`src/rtl/hilo_seq.sv`:
```
// rtl/hilo_seq.sv - HI/LO multiply/divide sequencer with MULTU, DIVU, MTHI, MTLO
module hilo_seq (
    input  logic        clk,
    input  logic        reset,
    input  logic        start,
    input  logic [1:0]  op,
    input  logic [31:0] a,
    input  logic [31:0] b,
    input  logic        rd_hi,
    output logic        busy,
    output logic        done,
    output logic        div0,
    output logic [31:0] hi,
    output logic [31:0] lo,
    output logic [31:0] rdata
);

    localparam logic [1:0] OP_MULTU = 2'b00;
    localparam logic [1:0] OP_DIVU  = 2'b01;
    localparam logic [1:0] OP_MTHI  = 2'b10;
    localparam logic [1:0] OP_MTLO  = 2'b11;

    typedef enum logic [1:0] {
        S_IDLE = 2'b00,
        S_MUL  = 2'b01,
        S_DIV  = 2'b10,
        S_DONE = 2'b11
    } state_t;

    state_t      state_q, state_d;
    logic [5:0]  cnt_q,   cnt_d;
    logic [31:0] a_q,     a_d;
    logic [31:0] b_q,     b_d;
    logic [63:0] prod_q,  prod_d;
    logic [31:0] rem_q,   rem_d;
    logic [31:0] quo_q,   quo_d;
    logic [31:0] hi_q,    hi_d;
    logic [31:0] lo_q,    lo_d;
    logic        div0_q,  div0_d;

    logic        last_iter;
    logic [32:0] mul_upper;
    logic [32:0] div_shift;
    logic        div_ge;
    logic [31:0] div_rem;

    // State register; reset aborts any operation in flight
    always_ff @(posedge clk or negedge reset) begin
        if (!reset) begin
            state_q <= S_IDLE;
        end else begin
            state_q <= state_d;
        end
    end

    // Next-state: start only honoured in IDLE, divide by zero skips straight to DONE
    always_comb begin
        state_d = state_q;
        unique case (state_q)
            S_IDLE: begin
                if (start) begin
                    if (op == OP_MULTU) begin
                        state_d = S_MUL;
                    end else if (op == OP_DIVU) begin
                        state_d = (b == 32'd0) ? S_DONE : S_DIV;
                    end
                end
            end
            S_MUL, S_DIV: begin
                if (last_iter) begin
                    state_d = S_DONE;
                end
            end
            S_DONE:  state_d = S_IDLE;
            default: state_d = S_IDLE;
        endcase
    end

    // Outputs: busy outside IDLE, done/div0 only in the single DONE cycle
    always_comb begin
        busy  = (state_q != S_IDLE);
        done  = (state_q == S_DONE);
        div0  = (state_q == S_DONE) && div0_q;
        hi    = hi_q;
        lo    = lo_q;
        rdata = rd_hi ? hi_q : lo_q;
    end

    // Datapath registers
    always_ff @(posedge clk or negedge reset) begin
        if (!reset) begin
            cnt_q  <= 6'd0;
            a_q    <= 32'd0;
            b_q    <= 32'd0;
            prod_q <= 64'd0;
            rem_q  <= 32'd0;
            quo_q  <= 32'd0;
            hi_q   <= 32'd0;
            lo_q   <= 32'd0;
            div0_q <= 1'b0;
        end else begin
            cnt_q  <= cnt_d;
            a_q    <= a_d;
            b_q    <= b_d;
            prod_q <= prod_d;
            rem_q  <= rem_d;
            quo_q  <= quo_d;
            hi_q   <= hi_d;
            lo_q   <= lo_d;
            div0_q <= div0_d;
        end
    end

    // Shift-add multiply and restoring divide steps; HI/LO only written on the final step
    always_comb begin
        cnt_d  = cnt_q;
        a_d    = a_q;
        b_d    = b_q;
        prod_d = prod_q;
        rem_d  = rem_q;
        quo_d  = quo_q;
        hi_d   = hi_q;
        lo_d   = lo_q;
        div0_d = div0_q;

        last_iter = (cnt_q == 6'd31);
        // Upper product half plus multiplicand when the current multiplier bit is set
        mul_upper = {1'b0, prod_q[63:32]} + (prod_q[0] ? {1'b0, a_q} : 33'd0);
        // 33-bit partial remainder; a successful subtract always fits back into 32 bits
        div_shift = {rem_q, quo_q[31]};
        div_ge    = (div_shift >= {1'b0, b_q});
        div_rem   = div_ge ? (div_shift[31:0] - b_q) : div_shift[31:0];

        unique case (state_q)
            S_IDLE: begin
                cnt_d = 6'd0;
                if (start) begin
                    unique case (op)
                        OP_MULTU: begin
                            a_d    = a;
                            prod_d = {32'd0, b};
                            div0_d = 1'b0;
                        end
                        OP_DIVU: begin
                            b_d    = b;
                            rem_d  = 32'd0;
                            quo_d  = a;
                            div0_d = (b == 32'd0);
                            if (b == 32'd0) begin
                                hi_d = a;
                                lo_d = 32'hFFFF_FFFF;
                            end
                        end
                        OP_MTHI: hi_d = a;
                        OP_MTLO: lo_d = a;
                        default: ;
                    endcase
                end
            end
            S_MUL: begin
                cnt_d  = cnt_q + 6'd1;
                prod_d = {mul_upper, prod_q[31:1]};
                if (last_iter) begin
                    {hi_d, lo_d} = {mul_upper, prod_q[31:1]};
                end
            end
            S_DIV: begin
                cnt_d = cnt_q + 6'd1;
                rem_d = div_rem;
                quo_d = {quo_q[30:0], div_ge};
                if (last_iter) begin
                    hi_d = div_rem;
                    lo_d = {quo_q[30:0], div_ge};
                end
            end
            S_DONE:  cnt_d = 6'd0;
            default: cnt_d = 6'd0;
        endcase
    end

endmodule

```
`config.mk`:
```
export PLATFORM = sky130hd
export DESIGN_NAME = hilo_seq
export DESIGN_NICKNAME = d
export VERILOG_FILES = /design/src/rtl/hilo_seq.sv
export SDC_FILE = /design/constraint.sdc
export NUM_CORES = 1
export LEC_CHECK = 0
export CORE_UTILIZATION = 35
export DETAILED_ROUTE_END_ITERATION = 8
export GPL_TIMING_DRIVEN = 0
export PLACE_DENSITY_LB_ADDON = 0.3
export SYNTH_ARGS = -nofsm -noshare
export SYNTH_HDL_FRONTEND = slang
export SYNTH_SLANG_ARGS = --single-unit
```
`constraint.sdc`:
```
create_clock -name clk -period 3.4 [get_ports clk]
set_clock_uncertainty 0.05 [all_clocks]
set_input_delay 0.34 -clock clk [delete_from_list [all_inputs] [get_ports clk]]
set_output_delay 0.34 -clock clk [all_outputs]
set_load 0.02 [all_outputs]
```
### Yosys cells after proc, flatten, opt, wreduce, memory -nomap -nowiden

Cells that the tools add are included.

* add/subtract/negate cells: 3
* order comparisons: 1
* eq/ne operators: 17
* mux-type cells: 32
* reduce and logical (&&, ||, !) cells: 19

Operator list (number)
* 32-bit 2-to-1 mux: 15
* 32-bit one-hot mux with 2 select lines: 4
* 32-bit one-hot mux with 3 select lines: 2
* 64-bit 2-to-1 mux: 2
* 64-bit one-hot mux with 2 select lines: 1
* 32-bit by 32-bit adder with 33-bit output: 1
* 33-bit by 32-bit greater-or-equal comparator with 1-bit output: 1
* 32-bit logical NOT: 1
* 32-bit subtractor: 1
* 3-bit AND reduction: 6
* 6-bit one-hot mux with 2 select lines: 1
* 6-bit AND reduction: 2
* 2-bit != test, second input constant: 5
* 2-bit equality test, second input constant: 4
* 2-bit 2-to-1 mux: 4
* 2-bit nonzero test: 4
* 6-bit by 1-bit adder with 6-bit output, second input constant: 1
* 6-bit by 5-bit equality test with 1-bit output, second input constant: 1
* 3-bit by 2-bit != test with 1-bit output, second input constant: 2
* 3-bit != test, second input constant: 2
* 2-bit one-hot mux with 3 select lines: 1
* 2-bit by 1-bit equality test with 1-bit output, second input constant: 2
* 2-bit logical NOT: 2
* 2-bit OR reduction: 2
* 5 further kinds: 5

* register bits after elaboration: 265
* bits of input ports: 70
* logic and storage cells: 82

### Longest topological paths before layout

Gate-level depths: netlist (run 1).

* depth after elaboration: 6
* depth in mapped cells: 14

### Worst setup path before layout (run 1)

Ideal clock, no wire load.

* path kind: reg2reg
* start point: register quo_q[31]
* end point: register hi_q[20] (netlist: hi[20])
* setup time: 0.141 ns
* data arrival time: 2.996 ns
* setup slack: 0.212 ns
* cell stages (with the launch flop): 15
* path buffers: 0
* cell sequence: dfrtp_1 -> inv_1 -> ha_1 -> inv_1 -> fa_1 -> a21o_1 -> a221oi_1 -> o21ai_0 -> a211oi_1 -> nor2_1 -> o41ai_1 -> xnor2_1 -> mux2_2 -> nand2_1 -> a31oi_1

* word-level cells in the longest chain between the ends: 4
* elaborated cells between the ends (all ways): 5

Ends and longest elaborated chain
* start: declaration: RTL line 36 `logic [31:0] quo_q, quo_d;`
* start signal: assignment: RTL line 107 `quo_q <= quo_d;`
* 32-bit subtractor / 33-bit by 32-bit greater-or-equal comparator with 1-bit output (equally long branches): RTL line 132, 131
* 32-bit 2-to-1 mux (*): RTL line 132 `div_rem = div_ge ? (div_shift[31:0] - b_q) : div_shift[31:0];`
* 32-bit 2-to-1 mux (*): RTL line 171 `if (last_iter) begin`
* 32-bit one-hot mux with 3 select lines (*): RTL line 134 `unique case (state_q)`
* end signal: assignment: RTL line 108 `hi_q <= hi_d;`
* end: declaration: RTL line 37 `logic [31:0] hi_q, hi_d;`

Every way passes the cells marked *; elsewhere a longest branch is shown, timed or not. The select of a mux whose other input is x is not followed.
A chain may end at the register's enable or synchronous reset.

### Final worst setup path (run 1)

* start point: register prod_q[0]
* end point: register hi_q[25] (netlist: hi[25])

* word-level cells in the longest chain between the ends: 4

Ends and longest elaborated chain
* start: declaration: RTL line 34 `logic [63:0] prod_q, prod_d;`
* start signal: assignment: RTL line 105 `prod_q <= prod_d;`
* 32-bit 2-to-1 mux: RTL line 128 `mul_upper = {1'b0, prod_q[63:32]} + (prod_q[0] ? {1'b0, a_q} : 33'd0);`
* 32-bit by 32-bit adder with 33-bit output: RTL line 128
* 32-bit 2-to-1 mux: RTL line 163 `if (last_iter) begin`
* 32-bit one-hot mux with 3 select lines: RTL line 134

Every way passes these cells. The select of a mux whose other input is x is not followed.

==> summary.md, run 1 <==
| Metric | Value |
|---|---|
| Syn nets | 1863 |
| Die ar. | 46400 um^2 |
| Cell area after layout | 20300 um^2 |
| Synth area leaders | dfrtp_1 42%, mux2_2 7.6%, o21ai_0 6.8% |
| Critical path arrival | 3860 ps |
| Max-cap viol count | 0 |
| Post-route DRC | 0 |
| Cts bufs inserted | 30 |
| Status | finished with violations |
| Compound-cell area share of the yosys netlist | 0.192 |
| Number of synthesized register bits | 265 |
| Violated checks | negative setup slack |
| Inst Count DP | 2477 |
| Vias | 14200 |
| Fmax | 294 MHz |
| Final HPWL DP | 41.7 mm |
| GP Congestion | 0.940 |
| Mux cell area share after synthesis | 0.120 |
| Setup Viol. Count Final | 1 |
| Clock Path Buffers | 3 |
| CP Cell Sequence | and2_4 -> ha_4 -> fa_2 -> a211oi_2 -> o211ai_1 -> a221oi_2 -> or3_4 -> a31o_4 -> buf_4 -> o21bai_1 -> xor2_1 -> nand2_1 -> and3_4 -> o21ai_1 |
| Slew @ Worst Pin | 890 ps |
| Mapped Cells | 1717 |
| Initial Util | 0.357 |
| Multi-input gate area | 9290 um^2 |
| RSZ-0062 raised after global routing | true |
| Slowest CP cell | dfrtp_2 |
| GRT Resource Usage Total | 0.229 |
| Syn avg cell area | 9.28 um^2 |
| FILL cells | 4184 |
| Post-synth top flop | dfrtp_1 |
| XOR/XNOR share of the synthesized area | 0.0324 |
| Register Area | 6630 um^2 |
| Req. time, crit path | 3860 ps |
| Adder-cell area share of the yosys netlist | 0.0606 |
| Post-Syn Area | 15900 um^2 |
| Grt ovf | 0 |
| P&R area growth vs syn | 27.3% |
| Final hold vios | 0 |
| Tmin final | 3410 ps |
| Post-Synth Simple-Gate Area | 0.140 |
| Vias in the first global route | 14000 |
| Slowest stage delay, CP | 460 ps |
| Worst slew margin | 0.406 |
| Final non-filler cell total | 2556 |
| H-Tree Depth | 1 |
| LEAKAGE | 0.00884 uW |
| Seq/Total Area, Yosys | 0.416 |
| Power Dens Cells | 1090 nW/um^2 |
| Clock sinks | 265 |
| Post-synth EDFFs | 0 |
| Worst setup SP type | register |
| Area share of the largest cell type after synthesis | 0.416 |
| Most common cell after layout, fill and taps aside | nand2_1 |
| Crit-path max FO | 6 |
| Period utilization | 1.00 |
| Root Buffer | clkbuf_16 |
| # rows | 77 |
| Crit path max-delay family | compound AO/OA/AOI/OAI gates |
| Count of cell types in the netlist | 71 |
| Routed Antenna Nets | 0 |
| Largest net degree at the start of global routing | 110 |
| Post-synth ARST share | 1.00 |
| Core outline area | 44600 um^2 |
| Worst-Skew Late Latency | 580 ps |
| Initial antenna violation count | 3 |
| IO Pins | 169 |
| CTS tree | yes |
| IR drop worst, VDD | 499 uV |
| CP Capture Type | register |
| Layout cells sized above 1 | 0.158 |
| First-pass GRT wire length | 82.4 mm |
| Input/output buffers | 166 |
| Critical path buffers and inverters | 1 |
| Vias per inst | 5.57 |
| Clk slew on worst S/H paths | 60 ps |
| Antenna Cells | 0 |
| Most frequent cells in the layout | 265 x nand2_1, 263 x dfrtp_1, 207 x o21ai_0 |
| Per-cell routed wire length | 21.3 um |
| Slew Limit Fails | 0 |
| Largest family of logic cells by synthesized area | compound AO/OA/AOI/OAI gates |
| Cell taking the most area after synthesis | dfrtp_1 |
| Die Ht | 215 um |
| Syn. warnings | 0 |
| DRT Pass-1 Iters | 6 |
| Detailed Route WL | 54.4 mm |
| CP Class | register to register |
| Hold Crit Class | input pin to async pin |
| Die X | 215 um |
| Final Net Count | 2090 |
| First DRT Iteration DRCs | 1087 |
| Worst setup margin | -6.71 ps |
| Dpl cell area | 18400 um^2 |
-- area by class of cell --
| class | instances | share of cell area |
|---|---|---|
| multi-input combinational | 1294 | 0.458 |
| sequential | 265 | 0.327 |
| tap | 592 | 0.0365 |
| inverter | 53 | 0.00981 |
| buffer | 99 | 0.0217 |
| clock buffer | 41 | 0.0416 |
| timing repair buffer | 201 | 0.0977 |
| clock inverter | 11 | 0.00808 |
-- path summary, 6_finish.rpt --
path	to	start	slack (ps)	depth (start not counted)
worst max-delay path	hi[25]	prod_q[0]	-7	14
worst min-delay path	a_q[22]	reset	210	2
worst max register to register	hi[25]	prod_q[0]	-7	14
worst min register to register	prod_q[56]	prod_q[56]	420	2
max in group asynchronous	rem_q[0]	reset	1660	4
min in group clk	state_q[0]	start	320	5
-- cells by family (layout without fill, tap and decap cells) --
family	Yosys count	count (layout)
muxes	176	176
adders and majority gates	76	76
DFF	265	265
AOI/OAI and AO/OA	493	493
and+or+nand+nor	490	490
xor gates and xnor gates	59	59
buffers and inverters	158	405
-- per-stage QoR --
step	total power, uW	util	hold slack [ps]	worst slack (ps)	TNS (ps)
floorplan	13400	-	-5.59	212	0
global placement	17400	0.411	389	-9890	-2659300
detailed placement	17700	0.412	245	-791	-51490
CTS	21400	0.443	228	-7.73	-7.73
global route	23600	0.455	253	-95.4	-828
finish	22200	0.455	213	-6.71	-6.71
-- synth_stat cells (33+ instances only) --
master	n
a21o_1	40
a21oi_1	49
a22o_1	33
and2_1	39
clkbuf_1	88
dfrtp_1	265
ha_1	74
inv_1	53
mux2_2	107
mux2i_1	62
nand2_1	277
nor2_1	53
o21ai_0	216
o22ai_1	34
xnor2_1	40
-- timing repair --
| item | in CTS | in global routing |
|---|---|---|
| hold buffers | 1 | 0 |
| setup buffers | 8 | 26 |
| gates resized for setup | 48 | 104 |
| endpoints found under the setup margin | 95 | 78 |
| cloned | 0 | 1 |
| endpoints found under the hold margin | 53 | 0 |
| pin swaps | 16 | 41 |
-- sequential cells by signal, indices dropped and copies added (netlist names), 2 cells and up --
register  flops
lo           32
a_q          32
b_q          32
rem_q        32
hi           32
quo_q        32
state_q       2
prod_q       64
cnt_q         6
-- metal layers --
| metal | part of all wire | vias to the layer above | track usage |
|---|---|---|---|
| met4 | 0.041 | 2 | 0.0915 |
| met5 | 0.00024 | - | 0 |
| met1 | 0.43 | 7059 | 0.302 |
| li1 | - | 6593 | - |
| met2 | 0.47 | 485 | 0.368 |
| met3 | 0.066 | 100 | 0.0435 |
-- report_power, final --
part / internal (uW) / switching [uW]
logic: 5380 / 7640
clock network: 2020 / 1350
registers: 4610 / 1200
Power figures use the tool's default switching activity.
==> run 2, diff against run 1 <==
--- a/config.mk
+++ b/config.mk
@@ -5,6 +5,7 @@
 export SDC_FILE = /design/constraint.sdc
 export NUM_CORES = 1
 export LEC_CHECK = 0
+export ABC_AREA = 1
 export CORE_UTILIZATION = 35
 export DETAILED_ROUTE_END_ITERATION = 8
 export GPL_TIMING_DRIVEN = 0
==> run 2 against run 1 <==
The flow now finishes without violations. Sequential cell count is the same. Design area increased by 3.4%. Global-route usage increased by 3.3 points. Worst hold slack improved by 46 ps. Critical path type unchanged. Largest cell class unchanged.
==> summary.md, run 2 <==
| Metric | Value |
|---|---|
| Status | finished clean |
| Reg-to-reg slack, setup | 200 ps |
| CP Depth | 9 |
| Syn avg cell area | 6.79 um^2 |
| LEAKAGE | 0.0105 uW |
| CP Capture Type | register |
| NetSw | 10400 uW |
| FILL cells | 5074 |
| GRT Resource Usage Total | 0.262 |
| Met2 wire len | 29.0 mm |
| Mapped Cells | 2557 |
| GP Congestion | 0.988 |
| Number of synthesized register bits | 265 |
| Critical path arrival | 3560 ps |
| Area share of the largest cell type after synthesis | 0.382 |
| Die ar. | 50500 um^2 |
| Per-cell routed wire length | 19.3 um |
| IO Pins | 169 |
| Inst Count DP | 3390 |
| CP Cell Sequence | ha_1 -> nand2_1 -> nor2_1 -> nand3_1 -> o21ai_0 -> nand2_2 -> nor3_4 -> clkbuf_1 -> o21ai_0 |
| Logic pwr share | 0.577 |
| Power Dens Cells | 994 nW/um^2 |
| Input/output buffers | 167 |
| Post-synth top flop | dfrtp_1 |
| CP Class | register to register |
| Fin Setup TNS | 0 ps |
| Initial Util | 0.355 |
| Detailed Route WL | 66.5 mm |
| Critical path buffers and inverters | 1 |
| Layout cells sized above 1 | 0.0428 |
| Root Buffer | clkbuf_16 |
| CP startpoint | cnt_q[0] |
| RSZ-0062 raised after global routing | false |
| Crit path max-delay family | simple AND/OR/NAND/NOR gates |
| Final hold vios | 0 |
| Clock sinks | 265 |
| Slowest CP cell | nor3_4 |
| Routed Antenna Nets | 0 |
| IR drop worst, VDD | 595 uV |
| Most frequent cells in the layout | 864 x nand2_1, 339 x inv_1, 265 x dfrtp_1 |
| Top Layer Used | met4 |
| Slew @ Worst Pin | 1110 ps |
| Post-synth ARST share | 1.00 |
| Most flop-heavy register | prod_q |
| Clock share of power | 0.165 |
| Syn nets | 2703 |
| Final Net Count | 2904 |
| Tmin final | 3200 ps |
| Vias per inst | 5.25 |
| Most common cell after layout, fill and taps aside | nand2_1 |
| Initial antenna violation count | 0 |
| Metal3 WL | 5.82 mm |
| Post-Syn Area | 17400 um^2 |
| Commonest cells post-synth | 864 x nand2_1, 339 x inv_1, 265 x dfrtp_1 |
| Cts bufs inserted | 30 |
| Post-route DRC | 0 |
| Vias | 18100 |
| Hold Crit Class | input pin to async pin |
| Period utilization | 0.942 |
| Fmax | 312 MHz |
| Max reg flops | 64 |
| Most frequent cell after synthesis | nand2_1 |
| Clk slew on worst S/H paths | 60 ps |
| P&R area growth vs syn | 20.8% |
| Post-CTS Setup Repair Bufs | 0 |
| Setup Viol. Count Final | 0 |
| Reg2Reg Depth | 9 |
| Vias in the first global route | 17200 |
| Max-cap viol count | 0 |
| R2R Path End | lo[12] |
| Crit-path max FO | 10 |
| Worst setup SP type | register |
| Cell taking the most area after synthesis | dfrtp_1 |
| Slowest stage delay, CP | 670 ps |
| Req. time, crit path | 3750 ps |
| Core outline area | 49000 um^2 |
| Die X | 225 um |
| First DRT Iteration DRCs | 1887 |
| Util after Layout | 0.429 |
| Critical Path Sink | lo[12] |
| Worst path most repeated cell | o21ai_0 |
| Final HPWL DP | 53.9 mm |
| Switching Share | 0.499 |
| Reg power frac | 0.258 |
| Seq/Total Area, Yosys | 0.382 |
| Worst-Skew Late Latency | 610 ps |
| Die Ht | 225 um |
| H-Tree Depth | 1 |
| Internal power | 10500 uW |
| Final non-filler cell total | 3442 |
| Largest net degree at the start of global routing | 98 |
| First-pass GRT wire length | 101 mm |
| DRT Pass-1 Iters | 6 |
| # rows | 81 |
| Syn. warnings | 0 |
| Antenna Cells | 0 |
| CTS tree | yes |
| Reg-to-Reg Start | cnt_q[0] |
| Synth area leaders | dfrtp_1 38%, nand2_1 19%, inv_1 7.3% |
| Slew Limit Fails | 0 |
| Count of cell types in the netlist | 44 |
| M1 WL | 29.8 mm |
| Grt ovf | 0 |
| Worst slew margin | 0.254 |
| Post-synth EDFFs | 0 |
| Clock Path Buffers | 3 |
==> run 2: cell types whose count changed in the layout (fill, tap and decap cells not counted), moves of 26 or more <==
cell     previous run  this run
a21o_1             40         5
a21oi_1            39        96
a22o_1             32         0
a31oi_1            15        63
and2_1             34         2
and3_1             26         0
buf_4              30         2
inv_1              51       339
mux2_2            107         1
mux2i_1            62         0
nand2_1           265       864
nand3_1            23       181
nor2_1             53       188
o22ai_1            33         0
==> run 2: layer usage <==
layer,track usage,up-vias
met5,0,-
met4,0.0761,0
met3,0.0452,105
met2,0.410,802
met1,0.369,8549
li1,-,8615
==> run 2: worst register-to-register path, stage by stage, from the launching register on <==
cell and delay, ps:
dfrtp_1 380, ha_1 200, nand2_1 70, nor2_1 130, nand3_1 280, o21ai_0 270
nand2_2 110, nor3_4 670, clkbuf_1 670, o21ai_0 170
==> run 2: timing repair <==
item,in CTS,in global routing
hold buffers,1,0
setup endpoints to repair,2,17
resized for setup,1,6
gates cloned,0,0
hold endpoints to repair,75,0
==> run 2: worst min-delay path by stage <==
stage                     endpoint  slack [ps]  depth (start not counted)
after global routing        b_q[4]         320                          2
after CTS                   b_q[4]         290                          2
after floorplan             a_q[0]          -6                          0
final                       b_q[4]         260                          2
after global placement    cnt_q[0]         400                          1
after detailed placement    b_q[4]         300                          1
==> run 2: layout make-up <==
class / instances / area [um^2] / share of cell area
plain buffers: 105 / 468 / 0.0223
clock buffers: 42 / 876 / 0.0417
clock inverters: 10 / 160 / 0.00763
inverters: 345 / 1290 / 0.0617
multi-input cells: 1841 / 8980 / 0.428
flip-flops and latches: 265 / 6630 / 0.316
well taps: 664 / 831 / 0.0396
repair buffers: 170 / 1740 / 0.0830
==> run 2: power groups by stage <==
stage	combinational, uW	sequential (uW)	clock, uW
after CTS	11800	5350	3460
after global placement	11600	5360	0
final	12000	5390	3440
after global routing	13100	5510	3580
after floorplan	7030	5570	0
after detailed placement	11800	5380	0
==> run 2: kinds of logic after synthesis <==
| logic type | after synthesis | share of synthesized area |
|---|---|---|
| flip-flops | 265 | 0.382 |
| XOR/XNOR | 16 | 0.00807 |
| multiplexers | 1 | 0.000648 |
| buffers and inverters | 451 | 0.101 |
| AO/OA/AOI/OAI | 433 | 0.139 |
| AND/OR/NAND/NOR | 1315 | 0.314 |
| adder cells (fa/ha/maj) | 76 | 0.0556 |
==> run 2: per-stage QoR <==
| stage | instance area, um^2 | hold slack (ps) | worst slack, ps | power [uW] |
|---|---|---|---|---|
| 2_1_floorplan | 17400 | -5.59 | 1020 | 12600 |
| 3_3_place_gp | 19900 | 400 | -9600 | 17000 |
| 3_5_place_dp | 19900 | 301 | -32.6 | 17100 |
| 4_1_cts | 21000 | 292 | 95.3 | 20600 |
| 5_1_grt | 21000 | 322 | 93.1 | 22200 |
| 6_report | 21000 | 259 | 197 | 20900 |
==> run 3, diff against run 2 <==
--- a/config.mk
+++ b/config.mk
@@ -5,7 +5,7 @@
 export SDC_FILE = /design/constraint.sdc
 export NUM_CORES = 1
 export LEC_CHECK = 0
-export ABC_AREA = 1
+export CORE_MARGIN = 2
 export CORE_UTILIZATION = 35
 export DETAILED_ROUTE_END_ITERATION = 8
 export GPL_TIMING_DRIVEN = 0
==> run 3 against run 2 <==
Critical path depth increased by 5. Combinational power grew 10%. Die area down 6.5%. Sequential cell count unchanged. Via count is 22% lower. Critical path type unchanged.
==> summary.md, run 3 (same netlist as run 1, synthesis figures left out) <==
| Metric | Value |
|---|---|
| Post-route DRC | 0 |
| Reg-to-reg slack, setup | 90 ps |
| Final hold vios | 0 |
| H-Tree Depth | 1 |
| Clock sinks | 265 |
| Setup Viol. Count Final | 0 |
| RSZ-0062 raised after global routing | true |
| Reg2Reg Depth | 14 |
| GRT Resource Usage Total | 0.227 |
| Most flop-heavy register | prod_q |
| Final HPWL DP | 42.1 mm |
| Dpl cell area | 18400 um^2 |
| CP Capture Type | register |
| Clock Path Buffers | 3 |
| Grt ovf | 0 |
| Pre-CTS WS | -785 ps |
| IO Pins | 169 |
| Tmin final | 3310 ps |
| Cell area after layout | 20400 um^2 |
| Slew @ Worst Pin | 865 ps |
| Internal power | 12000 uW |
| GP Congestion | 0.944 |
| Period utilization | 0.975 |
| Logic pwr share | 0.593 |
| IR drop worst, VDD | 513 uV |
| Largest net degree at the start of global routing | 118 |
| # rows | 78 |
| Die X | 217 um |
| Final non-filler cell total | 2580 |
| Slew Limit Fails | 0 |
| Critical path arrival | 3790 ps |
| DRT Pass-1 Iters | 5 |
| Clock share of power | 0.147 |
| Util after Layout | 0.451 |
| Worst setup margin | 85.2 ps |
| LEAKAGE | 0.00892 uW |
| Worst-Skew Late Latency | 600 ps |
| CP Class | register to register |
| Die ar. | 47200 um^2 |
| Vias per inst | 5.50 |
| Input/output buffers | 166 |
| Reg-to-Reg Start | prod_q[0] |
| Clk slew on worst S/H paths | 70 ps |
| Max reg flops | 64 |
| Switching Share | 0.462 |
| Cts bufs inserted | 29 |
| Status | finished clean |
| Fin Setup TNS | 0 ps |
| Worst setup SP type | register |
| Vias in the first global route | 14200 |
| Vias | 14200 |
| First-pass GRT wire length | 82.9 mm |
| Die Ht | 217 um |
| P&R area growth vs syn | 28.0% |
| Layout cells sized above 1 | 0.163 |
| FILL cells | 4245 |
| Most frequent cells in the layout | 266 x nand2_1, 263 x dfrtp_1, 206 x o21ai_0 |
| Max-cap viol count | 0 |
| Inst Count DP | 2485 |
| Initial Util | 0.353 |
| Final Net Count | 2102 |
| Crit-path max FO | 10 |
| Fmax | 302 MHz |
| Req. time, crit path | 3870 ps |
| R2R Path End | hi[25] |
| Power Dens Cells | 1090 nW/um^2 |
| Routed Antenna Nets | 0 |
| CTS tree | yes |
| NetSw | 10300 uW |
| Most common cell after layout, fill and taps aside | nand2_1 |
| Core outline area | 45200 um^2 |
| Per-cell routed wire length | 21.2 um |
| Initial antenna violation count | 2 |
| First DRT Iteration DRCs | 981 |
| Worst slew margin | 0.423 |
| Hold Crit Class | input pin to async pin |
| Root Buffer | clkbuf_16 |
| Reg power frac | 0.260 |
| Detailed Route WL | 54.8 mm |
==> run 3: stage by stage <==
| step | total power [uW] | hold slack [ps] |
|---|---|---|
| 3_3_place_gp | 17500 | 390 |
| 5_1_grt | 23700 | 214 |
| 3_5_place_dp | 17700 | 223 |
| 2_1_floorplan | 13400 | -5.59 |
| 4_1_cts | 21500 | 199 |
| 6_report | 22300 | 182 |
==> run 3: cell type report <==
type / instances / area (um^2) / area share
clock inverters: 14 / 140 / 0.00687
plain buffers: 100 / 449 / 0.0220
multi-input cells: 1294 / 9300 / 0.456
well taps: 600 / 751 / 0.0368
clock buffers: 40 / 837 / 0.0411
inverters: 53 / 199 / 0.00976
diodes: 1 / 2.50 / 0.000123
flip-flops and latches: 265 / 6630 / 0.325
repair buffers: 213 / 2080 / 0.102
==> run 3: metal layers <==
layer | track usage | wire length, um | up-vias
li1 | - | - | 6594
met1 | 0.295 | 23200 | 7031
met2 | 0.373 | 25700 | 434
met3 | 0.0379 | 3420 | 121
met4 | 0.0993 | 2480 | 2
met5 | 0 | 12 | -
==> run 3: how the worst max path moves through the flow <==
stage          slack, ps      start      to
6_report              90  prod_q[0]  hi[25]
5_1_grt              -50  prod_q[0]  hi[27]
3_5_place_dp        -790  prod_q[0]  hi[31]
3_3_place_gp       -9860      reset  b_q[9]
4_1_cts              -40  prod_q[0]  hi[27]
2_1_floorplan        210  quo_q[31]  hi[20]
==> run 3: power groups by stage <==
stage	clock network (uW)	registers (uW)	logic, uW
after floorplan	0	5790	7630
after global placement	0	5740	11700
after detailed placement	0	5780	11900
after CTS	3320	5750	12400
after global routing	3430	5960	14400
final	3270	5790	13200
==> run 3: timing repair <==
| item | in CTS | in global routing |
|---|---|---|
| pin swaps | 23 | 48 |
| hold buffers | 1 | 0 |
| cloned | 0 | 1 |
| setup endpoints to repair | 84 | 81 |
| resized for setup | 49 | 110 |
| buffers inserted | 14 | 29 |
| endpoints found under the hold margin | 48 | 0 |
==> run 3: critical path: stages (launching register included) <==
cell and delay [ps]:
dfrtp_2 460, clkbuf_8 190, and2_1 170, ha_4 300
and3_4 200, o211a_1 200, a221oi_4 100, or3_4 410
a31o_4 260, buf_6 130, o21bai_1 140, xor2_1 150
nand2_1 130, and3_4 250, o21ai_2 100
